<file path="src/rtl/mlp_layer_ctrl_if.sv">
// -----------------------------------------------------------------------------
// mlp_layer_ctrl_if
//
// Purpose: bundles the control/handshake signals between the MLP layer
// sequencer (mlp_layer_ctrl) and the datapath or an observer.
//
// Parameters:
//   N_IN  : inputs per neuron (2..1024)
//   N_NEU : neurons per layer (1..256)
//
// Signals:
//   start    : single-cycle request to run one layer (sampled only in IDLE)
//   busy     : high whenever the sequencer is not IDLE
//   done     : one-cycle pulse at layer completion
//   in_idx   : input/weight memory address for the current MAC step
//   neu_idx  : index of the neuron being computed
//   acc_clr  : synchronous clear for the accumulator register
//   acc_en   : load enable for the accumulator register
//   out_en   : load enable for the neuron result register of neu_idx
//   bias_sel : adder takes the bias instead of weight*input (0 when the bias
//              feature is not compiled in)
//
// Modports:
//   master : the sequencer (drives everything except start)
//   slave  : the requester / datapath side (drives start)
//
// Handshake: start is a level sampled on the rising clock edge only while
// the sequencer is IDLE; there is no ready signal -- busy low means the next
// start will be accepted, and done marks the final cycle of a layer run.
// -----------------------------------------------------------------------------
interface mlp_layer_ctrl_if #(
  parameter int N_IN  = 62,
  parameter int N_NEU = 10
);
  localparam int IW = (N_IN  > 1) ? $clog2(N_IN)  : 1;
  localparam int NW = (N_NEU > 1) ? $clog2(N_NEU) : 1;

  logic          start;
  logic          busy;
  logic          done;
  logic [IW-1:0] in_idx;
  logic [NW-1:0] neu_idx;
  logic          acc_clr;
  logic          acc_en;
  logic          out_en;
  logic          bias_sel;

  modport master (
    input  start,
    output busy,
    output done,
    output in_idx,
    output neu_idx,
    output acc_clr,
    output acc_en,
    output out_en,
    output bias_sel
  );

  modport slave (
    output start,
    input  busy,
    input  done,
    input  in_idx,
    input  neu_idx,
    input  acc_clr,
    input  acc_en,
    input  out_en,
    input  bias_sel
  );
endinterface

</file>
<file path="src/rtl/mlp_layer_ctrl.sv">
// -----------------------------------------------------------------------------
// mlp_layer_ctrl
//
// Purpose: sequencer for one fully-connected MLP layer. For every neuron it
// clears the accumulator, runs N_IN multiply-accumulate steps while walking
// the input/weight address, optionally adds the bias, and writes the result
// register of that neuron. After the last neuron it pulses done and returns
// to IDLE.
//
// Per-neuron sequence:
//   default build            : CLR, N_IN x MAC, WB
//   MLP_LAYER_CTRL_BIAS_EN   : CLR, N_IN x MAC, BIAS, WB
// followed once per layer by DONE.
//
// Optional feature macro: MLP_LAYER_CTRL_BIAS_EN (enables the BIAS state and
// drives bias_sel; without it bias_sel is tied 0 and BIAS is unreachable).
//
// Parameters:
//   N_IN  : inputs per neuron (2..1024), IW = clog2(N_IN)
//   N_NEU : neurons per layer (1..256),  NW = clog2(N_NEU), minimum 1
//
// Ports:
//   clk         : clock, all state changes on its rising edge
//   rst         : asynchronous active-low reset, forces IDLE immediately
//   bus         : mlp_layer_ctrl_if.master (start in; busy, done, in_idx,
//                 neu_idx, acc_clr, acc_en, out_en, bias_sel out)
//   dbg_state_o : current FSM state encoding, for checkers and debug
//
// All strobes (acc_clr, acc_en, out_en, bias_sel, done) are decoded from the
// registered state only, so they are glitch-free Moore outputs and drop to 0
// as soon as rst is asserted.
// -----------------------------------------------------------------------------
module mlp_layer_ctrl #(
  parameter int N_IN  = 62,
  parameter int N_NEU = 10
) (
  input  logic                 clk,
  input  logic                 rst,
  mlp_layer_ctrl_if.master     bus,
  output logic [2:0]           dbg_state_o
);

  localparam int IW = (N_IN  > 1) ? $clog2(N_IN)  : 1;
  localparam int NW = (N_NEU > 1) ? $clog2(N_NEU) : 1;

  localparam logic [IW-1:0] IN_LAST  = IW'(N_IN - 1);
  localparam logic [NW-1:0] NEU_LAST = NW'(N_NEU - 1);

  typedef enum logic [2:0] {
    S_IDLE = 3'd0,
    S_CLR  = 3'd1,
    S_MAC  = 3'd2,
    S_BIAS = 3'd3,
    S_WB   = 3'd4,
    S_DONE = 3'd5
  } state_t;

  state_t        state_q, state_d;
  logic [IW-1:0] in_idx_q, in_idx_d;
  logic [NW-1:0] neu_idx_q, neu_idx_d;

  // ---------------------------------------------------------------------------
  // State and counter registers
  // ---------------------------------------------------------------------------
  always_ff @(posedge clk or negedge rst) begin
    if (!rst) begin
      state_q   <= S_IDLE;
      in_idx_q  <= '0;
      neu_idx_q <= '0;
    end else begin
      state_q   <= state_d;
      in_idx_q  <= in_idx_d;
      neu_idx_q <= neu_idx_d;
    end
  end

  // ---------------------------------------------------------------------------
  // Next-state and counter update
  // ---------------------------------------------------------------------------
  always_comb begin
    state_d   = state_q;
    in_idx_d  = in_idx_q;
    neu_idx_d = neu_idx_q;

    unique case (state_q)
      S_IDLE: begin
        // start is only looked at here, so a start held through DONE or
        // asserted mid-layer never queues a second run.
        if (bus.start) begin
          state_d   = S_CLR;
          in_idx_d  = '0;
          neu_idx_d = '0;
        end
      end

      S_CLR: begin
        state_d = S_MAC;
      end

      S_MAC: begin
        if (in_idx_q == IN_LAST) begin
          // Wrap here so the next neuron's first MAC already sees address 0.
          in_idx_d = '0;
`ifdef MLP_LAYER_CTRL_BIAS_EN
          state_d  = S_BIAS;
`else
          state_d  = S_WB;
`endif
        end else begin
          in_idx_d = in_idx_q + IW'(1);
        end
      end

      S_BIAS: begin
        state_d = S_WB;
      end

      S_WB: begin
        if (neu_idx_q == NEU_LAST) begin
          state_d = S_DONE;
        end else begin
          neu_idx_d = neu_idx_q + NW'(1);
          state_d   = S_CLR;
        end
      end

      S_DONE: begin
        // neu_idx still names the last neuron during DONE and is cleared on
        // the way back to IDLE.
        neu_idx_d = '0;
        state_d   = S_IDLE;
      end

      default: begin
        state_d   = S_IDLE;
        in_idx_d  = '0;
        neu_idx_d = '0;
      end
    endcase
  end

  // ---------------------------------------------------------------------------
  // Moore output decode
  // ---------------------------------------------------------------------------
  logic busy_w, done_w, acc_clr_w, acc_en_w, out_en_w, bias_sel_w;

  always_comb begin
    busy_w     = 1'b0;
    done_w     = 1'b0;
    acc_clr_w  = 1'b0;
    acc_en_w   = 1'b0;
    out_en_w   = 1'b0;
    bias_sel_w = 1'b0;

    unique case (state_q)
      S_IDLE: begin
        busy_w = 1'b0;
      end
      S_CLR: begin
        busy_w    = 1'b1;
        acc_clr_w = 1'b1;
      end
      S_MAC: begin
        busy_w   = 1'b1;
        acc_en_w = 1'b1;
      end
      S_BIAS: begin
        busy_w = 1'b1;
`ifdef MLP_LAYER_CTRL_BIAS_EN
        // The bias is added through the same accumulator load path.
        acc_en_w   = 1'b1;
        bias_sel_w = 1'b1;
`endif
      end
      S_WB: begin
        busy_w   = 1'b1;
        out_en_w = 1'b1;
      end
      S_DONE: begin
        busy_w = 1'b1;
        done_w = 1'b1;
      end
      default: begin
        busy_w = 1'b0;
      end
    endcase
  end

  assign bus.busy     = busy_w;
  assign bus.done     = done_w;
  assign bus.acc_clr  = acc_clr_w;
  assign bus.acc_en   = acc_en_w;
  assign bus.out_en   = out_en_w;
  assign bus.bias_sel = bias_sel_w;
  assign bus.in_idx   = in_idx_q;
  assign bus.neu_idx  = neu_idx_q;

  assign dbg_state_o  = state_q;

endmodule

</file>
<file path="src/flat_wrapper.sv">
// flat-port wrapper written by rule: the top's interface ports become plain ports
module mlp_layer_ctrl_flat 
#(
  parameter int N_IN  = 62,
  parameter int N_NEU = 10
)
  (clk, rst, dbg_state_o, bus_start, bus_busy, bus_done, bus_in_idx, bus_neu_idx, bus_acc_clr, bus_acc_en, bus_out_en, bus_bias_sel);
  mlp_layer_ctrl_if #(.N_IN(N_IN), .N_NEU(N_NEU)) bus_i ();
  input  logic clk;
  input  logic rst;
  output logic [2:0] dbg_state_o;
  input wire logic [$bits(bus_i.start)-1:0] bus_start;
  output wire logic [$bits(bus_i.busy)-1:0] bus_busy;
  output wire logic [$bits(bus_i.done)-1:0] bus_done;
  output wire logic [$bits(bus_i.in_idx)-1:0] bus_in_idx;
  output wire logic [$bits(bus_i.neu_idx)-1:0] bus_neu_idx;
  output wire logic [$bits(bus_i.acc_clr)-1:0] bus_acc_clr;
  output wire logic [$bits(bus_i.acc_en)-1:0] bus_acc_en;
  output wire logic [$bits(bus_i.out_en)-1:0] bus_out_en;
  output wire logic [$bits(bus_i.bias_sel)-1:0] bus_bias_sel;
  assign bus_i.start = bus_start;
  assign bus_busy = bus_i.busy;
  assign bus_done = bus_i.done;
  assign bus_in_idx = bus_i.in_idx;
  assign bus_neu_idx = bus_i.neu_idx;
  assign bus_acc_clr = bus_i.acc_clr;
  assign bus_acc_en = bus_i.acc_en;
  assign bus_out_en = bus_i.out_en;
  assign bus_bias_sel = bus_i.bias_sel;
  mlp_layer_ctrl #(.N_IN(N_IN), .N_NEU(N_NEU)) u_core (.clk(clk), .rst(rst), .bus(bus_i), .dbg_state_o(dbg_state_o));
endmodule
</file>
<file path="config.mk">
export PLATFORM = sky130hd
export DESIGN_NAME = mlp_layer_ctrl_flat
export DESIGN_NICKNAME = d
export VERILOG_FILES = /design/src/rtl/mlp_layer_ctrl_if.sv /design/src/rtl/mlp_layer_ctrl.sv /design/src/flat_wrapper.sv
export SDC_FILE = /design/constraint.sdc
export NUM_CORES = 1
export LEC_CHECK = 0
export CORE_MARGIN = 2
export CORE_UTILIZATION = 25
export CTS_CLUSTER_SIZE = 14
export DETAILED_ROUTE_END_ITERATION = 10
export GPL_TIMING_DRIVEN = 0
export HOLD_SLACK_MARGIN = 0.1
export PLACE_DENSITY = 0.58
export RECOVER_POWER = 100
export SLEW_MARGIN = 5
export SYNTH_ARGS = -nofsm -noshare
export SYNTH_HDL_FRONTEND = slang
export SYNTH_SLANG_ARGS = --single-unit
</file>
<file path="constraint.sdc">
create_clock -name clk -period 1.6 [get_ports clk]
set_input_delay 0.4 -clock clk [delete_from_list [all_inputs] [get_ports clk]]
set_output_delay 0.4 -clock clk [all_outputs]
set_load 0.02 [all_outputs]
</file>
==> impl_metrics.json, run 1 <==
{
  "layout_min_cycle_time_ns": 1.76,
  "grt_max_degree": 14,
  "crit_arrival_ns": 1.36,
  "drt_iter0_markers": 24,
  "crit_path_end_kind": "output pin",
  "drtAntennaViolNets": 0,
  "seqPwrFrac": 0.293,
  "first_pass_iters": 4,
  "yosysSeqAreaShare": 0.422,
  "row_count": 20,
  "vias": 697,
  "fin_util": 0.365,
  "core_area_um2": 3000,
  "outcome": "complete, but fails checks",
  "worstPathCellList": "buf_6 > or3b_4 > inv_2 > buf_6",
  "cpMaxStageDelayCell": "dfrtp_1",
  "slew_viol_final": 0,
  "critPathLaunchType": "flop",
  "numPortBuffers": 20,
  "critPathMaxStageDelay_ns": 0.40,
  "synth_area_leaders": "dfrtp_1, ha_1, a22o_1, xnor2_1, a21boi_4",
  "maxCapViolations": 0,
  "htreeDepth": 1,
  "sw_frac_of_total": 0.425,
  "min-delay-path-class": "reg -> reg",
  "net-switching-power_mw": 0.738,
  "antenna_found_initial": 0,
  "syn_to_final_growth_pct": 42.2,
  "grt_pass1_wl_um": 3120,
  "pwr-share-clk": 0.122,
  "cpMostUsedCell": "buf_6",
  "fillCellCount": 322,
  "initial_core_util": 0.257,
  "worst_slew_pin_slew_ns": 0.620,
  "cts_tree": "yes",
  "finalWirelength_um": 1830,
  "gr-usage-all-layers": 0.113,
  "yosys.area.top_type_share": 0.422,
  "synth_flop_cell": "dfrtp_1",
  "ys_ff_latch": 13,
  "max_freq_ghz": 0.568,
  "setup_slack_ns": -0.160,
  "synth_edf_count": 0,
  "finish.net_count": 112,
  "p_int_mw": 0.999,
  "post-route-period-util": 1.10,
  "vdd_drop_max_uv": 696,
  "finalWeightedCongestion": 0.734,
  "cts_hold_buffers": 0,
  "syn-cell-area_um2": 771,
  "hold_violations": 0,
  "path_class": "reg -> out",
  "grt_pass1_vias": 723,
  "leakagePower_nw": 0.567,
  "ys_warn_count": 0,
  "p_per_area_nw_per_um2": 1580,
  "place_ws_ns": -0.440,
  "clk_pin_slew_ns": 0.08,
  "chipHeight_um": 59.5,
  "clock_skew_ns": 0.000819,
  "violations": "negative setup slack",
  "wl_per_cell_um": 13.4,
  "grt.overflow.total": 0,
  "synth_cell_type_count": 38,
  "vias_per_cell": 5.09,
  "diodes": 0,
  "drive_gt1_frac": 0.279,
  "cts.path.max_buffers": 2,
  "async_flop_share": 1.00,
  "rsz0062_at_grt": "yes",
  "syn_inst": 73,
  "clock-root-buffer": "clkbuf_4",
  "yosysTopAreaCell": "dfrtp_1",
  "fp.dieW_um": 59.5,
  "path_buf_inv": 3,
  "dieArea_um2": 3540,
  "setup_viol": 5,
  "drc": 0,
  "synth.avg_cell_area_um2": 10.6,
  "dp_hpwl_um": 1250,
  "power_mw": 1.74,
  "ioPinCount": 22,
  "pwr-share-comb": 0.585,
  "critPathMaxFanout": 3,
  "cp.required_ns": 1.20,
  "numCtsBuffers": 3,
  "clock_latency_ns": 0.28,
  "syn-num-nets": 80,
  "cpLargestDelayFamily": "flip-flops",
  "timing.setup.tns_ns": -0.507,
  "max_slew_margin": 0.586,
  "cts.sinks": 13
}
logic make-up after synthesis:
| family | Yosys count | share of synthesized area |
|---|---|---|
| AND/OR/NAND/NOR | 22 | 0.183 |
| AO/OA/AOI/OAI | 20 | 0.216 |
| multiplexers | 2 | 0.0276 |
| other | 1 | 0.00487 |
| adder cells (fa/ha/maj) | 4 | 0.0649 |
| flip-flops | 13 | 0.422 |
| buffers and inverters | 8 | 0.0471 |
| XOR/XNOR | 3 | 0.0341 |
stage by stage:
stage | hold slack (ns) | std cells | cell area (um^2)
2_1_floorplan | 0.104 | 73 | 776
3_3_place_gp | 0.517 | 126 | 1020
3_5_place_dp | 0.522 | 126 | 1020
4_1_cts | 0.521 | 136 | 1090
5_1_grt | 0.577 | 137 | 1100
6_report | 0.536 | 137 | 1100
power by group through the flow:
stage / Sequential [mW] / Combinational (mW) / Clock, mW
after floorplan: 0.582 / 0.476 / 0
after global placement: 0.515 / 0.881 / 0
after detailed placement: 0.518 / 0.893 / 0
after CTS: 0.508 / 1.01 / 0.219
after global routing: 0.525 / 1.11 / 0.232
final: 0.508 / 1.02 / 0.212
final timing paths:
kind | start | end | slack [ns] | cells past startpoint
worst max-delay path | u_core.dbg_state_o[0] | bus_out_en | -0.16 | 4
worst min-delay path | u_core.bus.in_idx[5] | u_core.bus.in_idx[5] | 0.54 | 1
worst max register to register | u_core.dbg_state_o[0] | u_core.bus.in_idx[4] | 0.08 | 6
min in group asynchronous | rst | u_core.bus.neu_idx[1] | 0.57 | 1
worst min register to register | u_core.bus.in_idx[5] | u_core.bus.in_idx[5] | 0.54 | 1
max in group asynchronous | rst | u_core.dbg_state_o[1] | 0.60 | 1
routing by layer:
layer,wire length [um],vias to the layer above,part of all wire,global-route usage
li1,-,327,-,-
met1,831,347,0.45,0.135
met2,882,23,0.48,0.204
met3,120,0,0.065,0.0393
met4,0,0,0,0.00952
met5,0,-,0,0
placed cells by master (no fill, tap or decap), types with 2 or more instances in the layout:
cell type and n:
dfrtp_1 11, a21o_1 2, nor2_1 2, a21oi_1 2, ha_1 4, xnor2_1 3
o22ai_1 2, dfrtp_2 2, a22o_1 4, dlygate4sd2_1 11, nand2_1 3, nand3_1 3
inv_1 4, buf_6 4, buf_4 11, clkbuf_4 3, nor2b_1 2
cell type report:
type	count	area, um^2	area share
clock buffers	4	26.3	0.0240
well taps	33	41.3	0.0377
repair buffers	27	224	0.204
inverters	5	18.8	0.0171
multi-input cells	52	428	0.390
flip-flops and latches	13	328	0.299
plain buffers	3	30.0	0.0274
registers in the layout, summed over array words and instances, names as in the netlist:
register	count
u_core.dbg_state_o	3
u_core.bus.in_idx	6
u_core.bus.neu_idx	4
synth_stat cells, types with 3 or more instances:
master and number:
inv_1 5, dfrtp_1 13, nand2_1 3, a22o_1 4, xnor2_1 3, ha_1 4, nand3_1 3
what timing repair did:
item	CTS	global route
endpoints found under the setup margin	18	11
cloned	0	0
setup buffers	6	1
gates resized for setup	49	4
pin swaps	2	2
No activity file was read; power rests on OpenSTA's default activity.
==> run 2, diff against run 1 <==
- ABC_AREA: default -> 1
==> run 2 against run 1 <==
  * The flow now finishes without violations
  * Synthesized cell count grew 42%
  * Final cell count grew 31%
  * Total power shrank 1.0%
  * Register-to-register slack gained 0.16 ns
  * Hold slack gained 0.030 ns
  * Sequential power grew 6.9%
  * Count of clock-buffer cells in the layout is the same
  * Critical path depth grew 1
  * Area after synthesis grew 5.4%
  * Critical path type unchanged
  * Largest power group unchanged
==> impl_metrics.json, run 2 <==
{
  "drt_iter0_markers": 22,
  "maxCapViolations": 0,
  "final_common_cell": "nand2_1",
  "crit_arrival_ns": 1.19,
  "syn-num-nets": 111,
  "yosysTopAreaCell": "dfrtp_1",
  "worst_slew_pin_slew_ns": 0.613,
  "clock-root-buffer": "clkbuf_4",
  "largest_reg_flops": 6,
  "r2r_slack_ns": 0.24,
  "place_area_um2": 1070,
  "ys_ff_latch": 13,
  "chipHeight_um": 61.0,
  "vias": 763,
  "grtUsageMet2": 0.171,
  "synth_edf_count": 0,
  "syn_inst": 104,
  "leakagePower_nw": 0.592,
  "slew_viol_final": 0,
  "crit_path_end_kind": "output pin",
  "clock_latency_ns": 0.28,
  "p_per_area_nw_per_um2": 1500,
  "top_usage_layer": "met2",
  "layout_min_cycle_time_ns": 1.59,
  "yosysMostFrequentCell": "nand2_1",
  "dp_hpwl_um": 1280,
  "cp.required_ns": 1.20,
  "grt.overflow.total": 0,
  "grt_pass1_wl_um": 3080,
  "holdWs_ns": 0.566,
  "synthTopCellsByCount": "nand2_1, inv_1, dfrtp_1",
  "wl_per_cell_um": 10.4,
  "clk_pin_slew_ns": 0.08,
  "numPortBuffers": 20,
  "rsz0062_at_grt": "yes",
  "initial_core_util": 0.264,
  "stdcell_area_um2": 1150,
  "row_count": 20,
  "hold_violations": 0,
  "syn-cell-area_um2": 812,
  "yosysSeqAreaShare": 0.401,
  "fp.dieW_um": 61.0,
  "gr-usage-all-layers": 0.112,
  "drc": 0,
  "grt_max_degree": 14,
  "fin_cells": 179,
  "cts.sinks": 13,
  "outcome": "completed",
  "grt_util_met3": 0.0469,
  "max_slew_margin": 0.590,
  "finish.net_count": 143,
  "min-delay-path-class": "in -> async",
  "synth_flop_cell": "dfrtp_1",
  "setup_slack_ns": 0.00737,
  "synth.avg_cell_area_um2": 7.81,
  "post-route-period-util": 0.995,
  "ys_warn_count": 0,
  "grt_pass1_vias": 694,
  "drtAntennaViolNets": 0,
  "synth_cell_type_count": 20,
  "syn_to_final_growth_pct": 41.4,
  "setup_viol": 0,
  "synth_area_leaders": "dfrtp_1, nand2_1, inv_1, ha_1, nand3_1",
  "numCtsBuffers": 3,
  "max_freq_ghz": 0.628,
  "drive_gt1_frac": 0.259,
  "critPathMaxFanout": 5,
  "cts_tree": "yes",
  "antenna_found_initial": 0,
  "yosys.area.top_type_share": 0.401,
  "path_class": "reg -> out",
  "clock_skew_ns": 0.000309,
  "htreeDepth": 1,
  "critPathLaunchType": "flop",
  "reg2reg_depth": 7,
  "cts.path.max_buffers": 2,
  "cts_hold_buffers": 0,
  "diodes": 0,
  "async_flop_share": 1.00,
  "ioPinCount": 22,
  "place_ws_ns": -0.295,
  "first_pass_iters": 4,
  "grt_use_met1": 0.151,
  "final_cell_mix": "nand2_1, dlygate4sd2_1, inv_1",
  "core_area_um2": 3080,
  "finalWeightedCongestion": 0.784,
  "finalWirelength_um": 1870,
  "vdd_drop_max_uv": 689,
  "vias_per_cell": 4.26,
  "dieArea_um2": 3720,
  "dp_cells": 168
}
-- run 2: metal layers --
metal | wire [um] | share of wire
met3 | 75 | 0.040
met5 | 0 | 0
met2 | 881 | 0.47
met1 | 902 | 0.48
met4 | 8 | 0.0043
-- run 2: cell families (layout without fill, tap and decap cells) --
kind of cell             after synthesis  count (layout)  synth area share
buffers and inverters                 16              47            0.0786
AND/OR/NAND/NOR                       56              56             0.354
other                                  1               1           0.00462
XOR/XNOR                               2               2            0.0216
adder cells (fa/ha/maj)                4               4            0.0616
AO/OA/AOI/OAI                         12              12            0.0786
flip-flops                            13              13             0.401
-- run 2: stage by stage --
step / TNS (ns) / utilization / power [mW]
after CTS: -0.0573 / 0.359 / 1.63
after global placement: -1.03 / 0.347 / 1.38
final: 0 / 0.373 / 1.72
after floorplan: 0 / - / 1.05
after detailed placement: -1.04 / 0.347 / 1.39
after global routing: -0.102 / 0.373 / 1.85
-- run 2: critical path, stage by stage, from the launching register on --
cell	delay, ns
dfrtp_2	0.45
buf_6	0.13
nor2_4	0.11
nand2_4	0.07
inv_2	0.05
buf_6	0.10
-- run 2: final timing paths --
| kind | from | to |
|---|---|---|
| setup / recovery | u_core.dbg_state_o[1] | bus_out_en |
| hold / removal | rst | u_core.dbg_state_o[2] |
| setup reg to reg | u_core.dbg_state_o[1] | u_core.bus.in_idx[4] |
| hold reg to reg | u_core.bus.in_idx[0] | u_core.bus.in_idx[0] |
| max in group asynchronous | rst | u_core.bus.in_idx[0] |
| min in group clk | u_core.bus.in_idx[0] | u_core.bus.in_idx[0] |
-- run 2: repair_timing --
item                                    in CTS  in global routing
buffers inserted                             5                  2
endpoints found under the setup margin      18                  6
pin swaps                                    2                  3
gates cloned                                 0                  0
resized for setup                           41                 11
-- run 2: layout make-up --
class,instances,area (um^2)
clock buffer,4,26.3
timing repair buffer,27,235
multi-input combinational,75,438
tap,44,55.1
fill,330,1930
inverter,15,56.3
buffer,1,7.51
sequential,13,330
-- run 2: power by group --
group          internal, mW  leakage [nW]  switching [mW]
clock network        0.0967        0.0150           0.114
registers             0.406         0.171           0.136
logic                 0.410         0.406           0.556
